File: config.mk
export PLATFORM = sky130hd
export DESIGN_NAME = nvme_cmpl_poll
export DESIGN_NICKNAME = d
export VERILOG_FILES = /design/src/rtl/nvme_cmpl_poll_pkg.sv /design/src/rtl/nvme_rr_arb.sv /design/src/rtl/nvme_cmpl_poll.sv
export SDC_FILE = /design/constraint.sdc
export NUM_CORES = 1
export LEC_CHECK = 0
export BUFFER_PORTS_ARGS = -buffer_cell sky130_fd_sc_hd__buf_2
export CORE_MARGIN = 1.5
export CORE_UTILIZATION = 52
export DETAILED_ROUTE_END_ITERATION = 10
export GPL_TIMING_DRIVEN = 0
export HOLD_SLACK_MARGIN = 0.05
export PLACE_DENSITY = 0.8
export SLEW_MARGIN = 20
export SYNTH_ARGS = -nofsm -noshare
export SYNTH_HDL_FRONTEND = slang
export SYNTH_SLANG_ARGS = --single-unit
File: constraint.sdc
create_clock -name axi_aclk -period 4.2 [get_ports axi_aclk]
set_clock_uncertainty 0.15 [all_clocks]
set_input_delay 0 -clock axi_aclk [delete_from_list [all_inputs] [get_ports axi_aclk]]
set_output_delay 0 -clock axi_aclk [all_outputs]
set_load 0.005 [all_outputs]
File: src/rtl/nvme_cmpl_poll_pkg.sv
// Shared definitions for the NVMe completion poller: tracker entry layout, FSM states, watchdog limit.
package nvme_cmpl_poll_pkg;

  localparam int unsigned CMD_ACTION_ID_BITS  = 4;
  localparam int unsigned TRACK_INFO_BITS     = 2;
  localparam int unsigned TRACK_VALID_BIT     = 0;
  localparam int unsigned TRACK_ERR_BIT       = 1;
  localparam int unsigned POLL_TIMEOUT_CYCLES = 1024;
  localparam int unsigned WDOG_BITS           = 16;

  typedef enum logic [1:0] {
    IDLE,
    REQ,
    WAIT,
    OUT
  } poll_state_t;

endpackage

File: src/rtl/nvme_rr_arb.sv
// N-way round-robin arbiter: first requester at or after i_ptr, searching upward with wrap.
module nvme_rr_arb #(
  parameter int unsigned ID_BITS = 4
) (
  input  logic [(1<<ID_BITS)-1:0] i_req,
  input  logic [ID_BITS-1:0]      i_ptr,
  output logic                    o_grant_valid,
  output logic [ID_BITS-1:0]      o_grant_id
);

  localparam int unsigned N = 1 << ID_BITS;

  logic [ID_BITS-1:0] w_idx;

  // N is a power of two, so the id add wraps naturally.
  always_comb begin
    o_grant_valid = 1'b0;
    o_grant_id    = '0;
    w_idx         = '0;
    for (int unsigned i = 0; i < N; i++) begin
      w_idx = i_ptr + ID_BITS'(i);
      if (!o_grant_valid && i_req[w_idx]) begin
        o_grant_valid = 1'b1;
        o_grant_id    = w_idx;
      end
    end
  end

endmodule

File: src/rtl/nvme_cmpl_poll.sv
// Round-robin poller of the I/O completion tracker; emits in-order completion records and counters.
// Optional WAIT watchdog enabled by defining POLL_TIMEOUT_EN.
module nvme_cmpl_poll
  import nvme_cmpl_poll_pkg::*;
#(
  parameter int unsigned ACTION_ID_BITS  = CMD_ACTION_ID_BITS,
  parameter int unsigned TRACK_INFO_BITS = 2,
  parameter int unsigned CNT_BITS        = 32
) (
  input  logic                         axi_aclk,
  input  logic                         axi_areset,
  input  logic                         track_init,
  input  logic [(1<<ACTION_ID_BITS)-1:0] track_status,
  input  logic [(1<<ACTION_ID_BITS)-1:0] poll_enable,
  output logic                         track_update,
  output logic [ACTION_ID_BITS-1:0]    track_update_id,
  input  logic                         track_update_done,
  input  logic [TRACK_INFO_BITS-1:0]   track_update_data,
  output logic                         cmpl_valid,
  input  logic                         cmpl_ready,
  output logic [ACTION_ID_BITS-1:0]    cmpl_action_id,
  output logic                         cmpl_error,
  output logic [CNT_BITS-1:0]          cmpl_count,
  output logic [CNT_BITS-1:0]          err_count,
  output logic                         poll_timeout
);

  poll_state_t               r_state, w_next;
  logic [ACTION_ID_BITS-1:0] r_ptr, r_id, w_grant_id;
  logic                      w_grant_valid, r_err, w_timeout_hit;
  logic [CNT_BITS-1:0]       r_cmpl_cnt, r_err_cnt;

  nvme_rr_arb #(
    .ID_BITS(ACTION_ID_BITS)
  ) u_arb (
    .i_req        (track_status & poll_enable),
    .i_ptr        (r_ptr),
    .o_grant_valid(w_grant_valid),
    .o_grant_id   (w_grant_id)
  );

`ifdef POLL_TIMEOUT_EN
  logic [WDOG_BITS-1:0] r_wdog;
  logic                 r_timeout;

  always_ff @(posedge axi_aclk) begin
    if (axi_areset || r_state != WAIT) r_wdog <= '0;
    else                               r_wdog <= r_wdog + 1'b1;
  end

  // Fires on the 1024th WAIT cycle without a reply.
  assign w_timeout_hit = (r_state == WAIT) && !track_update_done &&
                         (r_wdog == WDOG_BITS'(POLL_TIMEOUT_CYCLES - 1));

  always_ff @(posedge axi_aclk) begin
    if (axi_areset)         r_timeout <= 1'b0;
    else if (w_timeout_hit) r_timeout <= 1'b1;
  end

  assign poll_timeout = r_timeout;
`else
  assign w_timeout_hit = 1'b0;
  assign poll_timeout  = 1'b0;
`endif

  always_comb begin
    w_next       = r_state;
    track_update = 1'b0;
    cmpl_valid   = 1'b0;
    case (r_state)
      IDLE: if (track_init && w_grant_valid) w_next = REQ;
      REQ: begin
        track_update = 1'b1;
        w_next       = WAIT;
      end
      WAIT: begin
        if (track_update_done)
          w_next = track_update_data[TRACK_VALID_BIT] ? OUT : IDLE;
        else if (w_timeout_hit)
          w_next = IDLE;
      end
      OUT: begin
        cmpl_valid = 1'b1;
        if (cmpl_ready) w_next = IDLE;
      end
      default: w_next = IDLE;
    endcase
  end

  always_ff @(posedge axi_aclk) begin
    if (axi_areset) begin
      r_state    <= IDLE;
      r_ptr      <= '0;
      r_id       <= '0;
      r_err      <= 1'b0;
      r_cmpl_cnt <= '0;
      r_err_cnt  <= '0;
    end else begin
      r_state <= w_next;
      if (r_state == IDLE && track_init && w_grant_valid) begin
        r_id  <= w_grant_id;
        r_ptr <= w_grant_id + ACTION_ID_BITS'(1);
      end
      if (r_state == WAIT && track_update_done && track_update_data[TRACK_VALID_BIT])
        r_err <= track_update_data[TRACK_ERR_BIT];
      if (r_state == OUT && cmpl_ready) begin
        r_cmpl_cnt <= r_cmpl_cnt + 1'b1;
        if (r_err) r_err_cnt <= r_err_cnt + 1'b1;
      end
    end
  end

  assign track_update_id = r_id;
  assign cmpl_action_id  = r_id;
  assign cmpl_error      = r_err;
  assign cmpl_count      = r_cmpl_cnt;
  assign err_count       = r_err_cnt;

endmodule

# ---- After elaboration in Yosys (flattened, before gate mapping)
# Index checks and enable logic that the tools add are counted.
dict set report word_totals {
  wordCells 157
  output_inout_bits 76
  inputBits 39
  register_bits 75
}
dict set report op_classes {
  n_lt_le_gt_ge 16
  reduce_logical 39
  mux 71
  eq_ne 6
  addsub 18
  bitwise 1
}
# op n
set ops {}
lappend ops {{< comparator 4 x 5 -> 1 bit (second input constant)} 16}
lappend ops {{adder 32 x 1 -> 32 bit (second input constant)} 2}
lappend ops {{binary-select mux 1 bit (select 4 bit)} 16}
lappend ops {{two-way mux 4 bit} 16}
lappend ops {{two-way mux 1 bit} 34}
lappend ops {{adder 4 bit (second input constant)} 8}
lappend ops {{logical AND 1 bit} 21}
lappend ops {{adder 4 x 3 -> 4 bit (second input constant)} 4}
lappend ops {{bitwise AND 16 bit} 1}
lappend ops {{zero test 1 bit} 15}
lappend ops {{adder 4 x 1 -> 4 bit (second input constant)} 2}
lappend ops {{adder 4 x 2 -> 4 bit (second input constant)} 2}
lappend ops {{two-way mux 2 bit} 4}
lappend ops {{one-hot mux 2 bit (4 select lines)} 1}
lappend ops {{!= test 2 bit (second input constant)} 3}
lappend ops {{equality test 2 bit (second input constant)} 2}
lappend ops {{AND reduction 3 bit} 1}
lappend ops {{equality test 2 x 1 -> 1 bit (second input constant)} 1}
lappend ops {{zero test 2 bit} 1}
lappend ops {{AND reduction 2 bit} 1}

# ---- Depth between registers and ports, before layout
# Gate-level depths: netlist of the first run.
dict set report logic_depth {
  ltp_word 52
  mapped_depth 17
  ltp_nobuf 14
}

# ---- Cells and area by module
# From an unflattened synthesis of the first run, not the netlist that was laid out.
dict set report unflattened {
  hier_cells 712
  area_unflattened_um2 6090.8
}
# mod seq_area_each_um2 instances cells_each area_per_inst_um2
set modules_own_cells {}
lappend modules_own_cells {nvme_cmpl_poll 1501.4 1 432 3618.5}
lappend modules_own_cells {nvme_rr_arb 0.0 1 280 2472.4}

# ---- Worst setup path after synthesis of the first run
# No wires, ideal clock.
dict set report synth_path {
  path_type {reg-to-reg}
  start {register r_ptr[1]}
  end {register r_ptr[3]}
  t_arrival_ns 3.874
  required_ns 3.959
  setup_slack_ns 0.085
  setup_time_ns 0.091
  path_stages_with_launch 15
  path_buffers 2
  synth_period_minus_slack_ns 4.115
  path_cell_list {dfxtp_1 > inv_2 > clkbuf_1 > ha_1 > buf_2 > inv_2 > mux4_2 > mux2_2 > nand3b_4 > or2_1 > a31oi_1 > a21oi_1 > or3_4 > a31o_1 > a311oi_1}
}
dict set report synth_between {
  elab_chain_len 49
  elab_cells_between_ends 111
  cone_classes {add/sub (16); mux (64); reduce/logical (31)}
}
# element line
set synth_lines {}
lappend synth_lines {{start, declared} nvme_cmpl_poll.sv:29} ;# logic [ACTION_ID_BITS-1:0] r_ptr, r_id, w_grant_id;
lappend synth_lines {{start signal, assigned} nvme_cmpl_poll.sv:102} ;# r_ptr <= w_grant_id + ACTION_ID_BITS'(1);
lappend synth_lines {{parallel branches: the longest is 49 deep, another holds adder 4 x 1 -> 4 bit} -}
# Parallel ways; which one is timed is not known. The select of a mux whose other input is x is not followed.
# A chain may end at the register's enable or synchronous reset.

# ---- Final worst setup path of the first run
dict set report layout_path {
  start {register r_ptr[0]}
  end {register r_ptr[3]}
}
# The elaborated chain is that of the path after synthesis.

==> results of run 1 <==
==> worst reg2reg max path: stages (launching register included) <==
cell	delay (ns)
dfxtp_2	0.37
buf_6	0.14
inv_2	0.07
buf_12	0.15
ha_4	0.26
buf_12	0.15
inv_8	0.11
mux4_2	0.60
mux2_4	0.35
buf_4	0.16
a21boi_0	0.23
o211ai_1	0.12
o32ai_1	0.16
a21oi_1	0.11
or3_4	0.42
a31o_1	0.26
a311oi_2	0.24
==> registers in the layout, indices dropped and copies added (netlist names) <==
name	flops
err_count	32
r_ptr	4
cmpl_action_id	4
r_state	2
cmpl_error	1
cmpl_count	32
==> Yosys cell counts (10+ instances only) <==
cell type and instances:
mux4_2 38, inv_1 11, nor3_1 10, mux2i_1 15, clkbuf_1 15, and3_1 11
nand3_1 26, nand4_1 20, nor2_1 103, xor2_1 49, and2_1 22, a21oi_1 25
ha_1 10, o21ai_0 19, xnor2_1 19, nand2_1 79, dfxtp_1 75
==> layout make-up <==
class,instances,area (um^2)
fillers,884,3640
flip-flops and latches,75,1510
clock buffers,9,225
repair buffers,147,838
well taps,143,179
plain buffers,35,275
clock inverters,7,104
multi-input cells,585,4620
inverters,16,78.8
==> kinds of logic after synthesis <==
family | Yosys count | share of synthesized area [%]
adders and majority gates | 10 | 2.03
muxes | 64 | 19.0
DFF | 75 | 24.4
and+or+nand+nor | 320 | 25.9
xor gates and xnor gates | 71 | 10.5
other | 1 | 0.0610
AOI/OAI and AO/OA | 119 | 13.6
buffers and inverters | 51 | 4.49
==> stage by stage <==
stage                     setup TNS (ns)  hold slack [ns]  instance area, um^2  std cells  total power (W)
after global placement             -8.34           0.0817                 6900        967          0.00326
after detailed placement           -8.76           0.0868                 6900        967          0.00327
after global routing             -0.0300            0.386                 7830       1017          0.00505
final                                  0            0.354                 7830       1017          0.00488
after floorplan                        0         -0.00606                 6150        711          0.00271
after CTS                              0            0.350                 7520       1000          0.00435
==> routing by layer <==
layer | up-vias | routed length [um]
met5 | - | 0
met2 | 372 | 9240
met1 | 3012 | 7740
met4 | 0 | 439
li1 | 2920 | -
met3 | 43 | 2180
==> power by group <==
part,switching (W),internal [W]
Clock,0.000333,0.000530
Combinational,0.00179,0.00143
Sequential,0.0000395,0.000744
Total,0.00217,0.00271
==> path summary, 6_finish.rpt <==
kind                   end     startpoint  depth (start not counted)  slack [ns]
max               r_ptr[3]       r_ptr[0]                         16        0.05
min          err_count[27]  err_count[27]                          2        0.35
max reg2reg       r_ptr[3]       r_ptr[0]                         16        0.05
min reg2reg  err_count[27]  err_count[27]                          2        0.35
==> what timing repair did <==
item	CTS	global route
gates cloned	0	1
hold buffers	8	0
endpoints found under the setup margin	9	9
endpoints found under the hold margin	8	0
pin swaps	3	8
setup buffers	9	16
gates resized for setup	36	32
==> impl_metrics.yaml, run 1 <==
synthesis:
  ys_ff_latch: 75
  synth-seq-area-share_pct: 24.4
  syn_inst: 711
  synthTopCellsByArea: "dfxtp_1 (24%), mux4_2 (14%), xor2_1 (7.0%)"
  synth_area_leader_cell: "dfxtp_1"
  synthArstFlopShare_pct: 0
  ys.flop_type: "dfxtp_1"
  synth.distinct_cells: 83
  synth_nets: 760
  ys_warn_count: 0
  synthesis.area_um2: 6150
  synth_top_cell_area_share_pct: 24.4
  synth-edff-count: 0
  avgSynthCellArea_um2: 8.65
grt:
  grt_pass1_wl_um: 30300
  grt_pass1_vias: 5934
  grt_overflow: 0
  grtUsageTotal_pct: 29.9
  grt_use_met1_pct: 38.5
  grt.met2_usage_pct: 48.5
  grt_antenna_before_repair: 0
  busiest_layer: "met2"
  met3_usage_pct: 8.55
  grt_start_max_net_pins: 16
route:
  num_vias: 6347
  first_pass_iters: 5
  drc: 0
  drt_iter0_drc: 705
  drt-total-wl_um: 19600
  viasPerCell: 6.24
  postRouteAntennaNets: 0
  wire_per_inst_um: 19.3
cells_and_area:
  area_delta_synth_final_pct: 27.3
  layout_commonest_cell: "buf_2"
  drive_gt1_share_pct: 31.8
  layout_common_cells: "buf_2 (116), nor2_1 (103), nand2_1 (78), dfxtp_1 (72), xor2_1 (49)"
  antenna_cells: 0
  utilization_pct: 68.3
  nNetsFinal: 918
worst_setup_path:
  crit_type: "flop to flop"
  crit_chain: "buf_6 -> inv_2 -> buf_12 -> ha_4 -> buf_12 -> inv_8 -> mux4_2 -> mux2_4 -> buf_4 -> a21boi_0 -> o211ai_1 -> o32ai_1 -> a21oi_1 -> or3_4 -> a31o_1 -> a311oi_2"
  critical-path-top-delay-family: "compound AO/OA/AOI/OAI gates"
  max_stage_delay_ns: 0.60
  path_common_cell: "buf_12"
  cp-end-kind: "flop"
  crit_path_start_kind: "flop"
  path_buf_inv: 6
  cp.arrival_ns: 4.24
  critPathRequiredTime_ns: 4.30
  crit_fanout: 10
  crit_slowest_cell: "mux4_2"
timing:
  timing.final.ws_setup_ns: 0.0549
  finalCritPeriodShare_pct: 98.7
  hold_viol: 0
  fin_crit_ns: 4.15
  setup_viol: 0
  tightest_slew_ns: 1.01
  final_max_slew_viol_count: 0
  fmax_ghz: 0.241
  relSlewSlack_pct: 31.9
clocking:
  clk-insertion-delay-late_ns: 0.34
  cts_tree: "built"
  cts.path.max_buffers: 2
  htree_levels: 3
  cts.reportedPaths.clkPinSlew_ns: 0.06
  root_buffer: "clkbuf_16"
  clkSinkCount: 75
  numCtsBuffers: 9
min_path:
  hold_path_class: "flop to flop"
floorplanning:
  start_util_pct: 53.6
  die_x_um: 112
  die_y_um: 112
  core_area_um2: 11500
  rows: 39
  ioPinCount: 115
  die_area_um2: 12500
pwr:
  leakage_nw: 3.18
  ir_drop_uv: 374
  power_density_nw_per_um2: 623
place:
  io_buffers: 113
  globalplace.congestion: 1.02
  dp_slack_ns: -1.02
  hpwlAfterDp_um: 13700
flow_run:
  cap_violations: 0
status:
  status: "finished, final reports clean"
Power figures use the tool's default switching activity.
==> run 2, diff against run 1 <==
--- a/config.mk
+++ b/config.mk
@@ -6,12 +6,14 @@
 export NUM_CORES = 1
 export LEC_CHECK = 0
 export BUFFER_PORTS_ARGS = -buffer_cell sky130_fd_sc_hd__buf_2
+export CAP_MARGIN = 30
 export CORE_MARGIN = 1.5
 export CORE_UTILIZATION = 52
 export DETAILED_ROUTE_END_ITERATION = 10
 export GPL_TIMING_DRIVEN = 0
 export HOLD_SLACK_MARGIN = 0.05
 export PLACE_DENSITY = 0.8
+export SETUP_SLACK_MARGIN = 0.15
 export SLEW_MARGIN = 20
 export SYNTH_ARGS = -nofsm -noshare
 export SYNTH_HDL_FRONTEND = slang
==> run 2 against run 1 <==
Net effect:
- power up 0.57%
- register-to-register slack gained 0.03 ns
- sequential power fell by 0.5%
- sequential share of layout area shrank 0.22 points
- largest power group unchanged
- fmax up 0.80%
- combinational power rose by 6%
- global-route usage rose by 0.66 points
- die area is the same
- hold slack better by 0.0033 ns
==> impl_metrics.yaml, run 2 (synthesized netlist as in run 1, its figures left out) <==
cells_and_area:
  layout_common_cells: "buf_2 (115), nor2_1 (101), nand2_1 (78), dfxtp_1 (72), xor2_1 (48)"
  num-fill-cells: 872
  layout_commonest_cell: "buf_2"
  antenna_cells: 0
  drive_gt1_share_pct: 33.5
  final_cells: 1024
  nNetsFinal: 925
  area_delta_synth_final_pct: 28.7
route:
  first_pass_iters: 5
  wl_met1_um: 7780
  postRouteAntennaNets: 0
  wl_met2_um: 9080
  top_layer: "met4"
  viasPerCell: 6.25
  drc: 0
  num_vias: 6397
  drt_iter0_drc: 794
  route.met3.wl_um: 2040
  drt-total-wl_um: 19500
  wire_per_inst_um: 19.1
flow_run:
  cap_violations: 0
place:
  globalplace.congestion: 0.970
  hpwlAfterDp_um: 13600
  io_buffers: 113
  place_inst: 967
timing:
  relSlewSlack_pct: 42.1
  finalCritPeriodShare_pct: 97.9
  tightest_slew_ns: 0.867
  fmax_ghz: 0.243
  rsz0062_at_grt: "yes"
  setup_viol: 0
  fin_crit_ns: 4.11
  final_max_slew_viol_count: 0
  hold_viol: 0
grt:
  grt_pass1_vias: 6015
  grtUsageTotal_pct: 30.6
  grt_overflow: 0
  grt_start_max_net_pins: 14
  grt_pass1_wl_um: 30700
  grt_antenna_before_repair: 0
clocking:
  cts_tree: "built"
  cts.reportedPaths.clkPinSlew_ns: 0.06
  cts.path.max_buffers: 2
  htree_levels: 3
  root_buffer: "clkbuf_16"
  clkSinkCount: 75
  clk-insertion-delay-late_ns: 0.34
  numCtsBuffers: 9
worst_setup_path:
  crit_type: "flop to flop"
  crit_start: "r_ptr[2]"
  r2r_cells: 15
  crit_path_start_kind: "flop"
  max_stage_delay_ns: 0.42
  cp-end-kind: "flop"
  r2r-start: "r_ptr[2]"
  crit_slowest_cell: "or3_4"
  path_buf_inv: 3
  crit_chain: "buf_6 -> buf_6 -> inv_4 -> ha_1 -> xnor2_2 -> mux4_2 -> o22ai_2 -> a21oi_4 -> nor3_1 -> a21oi_1 -> o32ai_1 -> a21oi_1 -> or3_4 -> a31o_1 -> a311oi_1"
  crit_end: "r_ptr[3]"
  r2r_setup_slack_ns: 0.09
  cp.arrival_ns: 4.21
  crit_fanout: 12
  critPathRequiredTime_ns: 4.30
  critical-path-top-delay-family: "compound AO/OA/AOI/OAI gates"
  cp.depth: 15
  r2r_end: "r_ptr[3]"
pwr:
  total_power_w: 0.00490
  leakage_nw: 3.21
  ir_drop_uv: 545
  power_density_nw_per_um2: 619
floorplanning:
  die_y_um: 112
  ioPinCount: 115
  die_x_um: 112
  start_util_pct: 53.6
  rows: 39
  core_area_um2: 11500
  die_area_um2: 12500
status:
  status: "finished, final reports clean"
min_path:
  hold_path_class: "flop to flop"
==> run 2: layer usage <==
metal | GRT usage [%] | up-vias
li1 | - | 2927
met1 | 39.2 | 3032
met2 | 49.3 | 373
met3 | 7.73 | 65
met4 | 12.7 | 0
met5 | 0 | -
==> run 2: report_power, final <==
part	switching (W)	internal, W
registers	0.0000351	0.000745
clock network	0.000300	0.000418
logic	0.00189	0.00152
==> run 2: worst min-delay path by stage <==
stage / from / cells past startpoint / to
global placement: track_update_data[1] / 3 / cmpl_error
global route: err_count[27] / 2 / err_count[27]
CTS: err_count[27] / 2 / err_count[27]
floorplan: track_update_data[1] / 2 / cmpl_error
detailed placement: track_update_data[1] / 3 / cmpl_error
finish: err_count[27] / 2 / err_count[27]
==> run 2: area by class of cell <==
type / count / area [um^2] / area share (%)
Clock inverter: 5 / 37.5 / 0.474
Sequential cell: 75 / 1510 / 19.0
Inverter: 16 / 91.3 / 1.15
Tap cell: 143 / 179 / 2.26
Multi-Input combinational cell: 585 / 4680 / 59.1
Clock buffer: 11 / 243 / 3.06
Timing Repair Buffer: 154 / 906 / 11.4
Buffer: 35 / 277 / 3.49
==> run 2: what timing repair did <==
action	CTS	global route
endpoints found under the setup margin	9	11
endpoints found under the hold margin	5	0
pin swaps	7	8
setup buffers	16	17
hold buffers	8	0
gates resized for setup	51	30
==> run 2: stage by stage <==
step	utilization, %	hold WS, ns	setup slack [ns]	TNS [ns]	cell area [um^2]
2_1_floorplan	-	-0.00606	0.173	0	6150
3_3_place_gp	60.2	0.0959	-0.876	-7.38	6900
3_5_place_dp	60.2	0.122	-0.963	-7.96	6900
4_1_cts	66.5	0.354	0.165	0	7620
5_1_grt	69.1	0.359	0.0529	0	7920
6_report	69.1	0.357	0.0876	0	7920
==> run 2: tightest hold or removal path: stages (launching register included) <==
cell	delay, ns
dfxtp_1	0.32
o21ai_0	0.08
a21oi_1	0.06
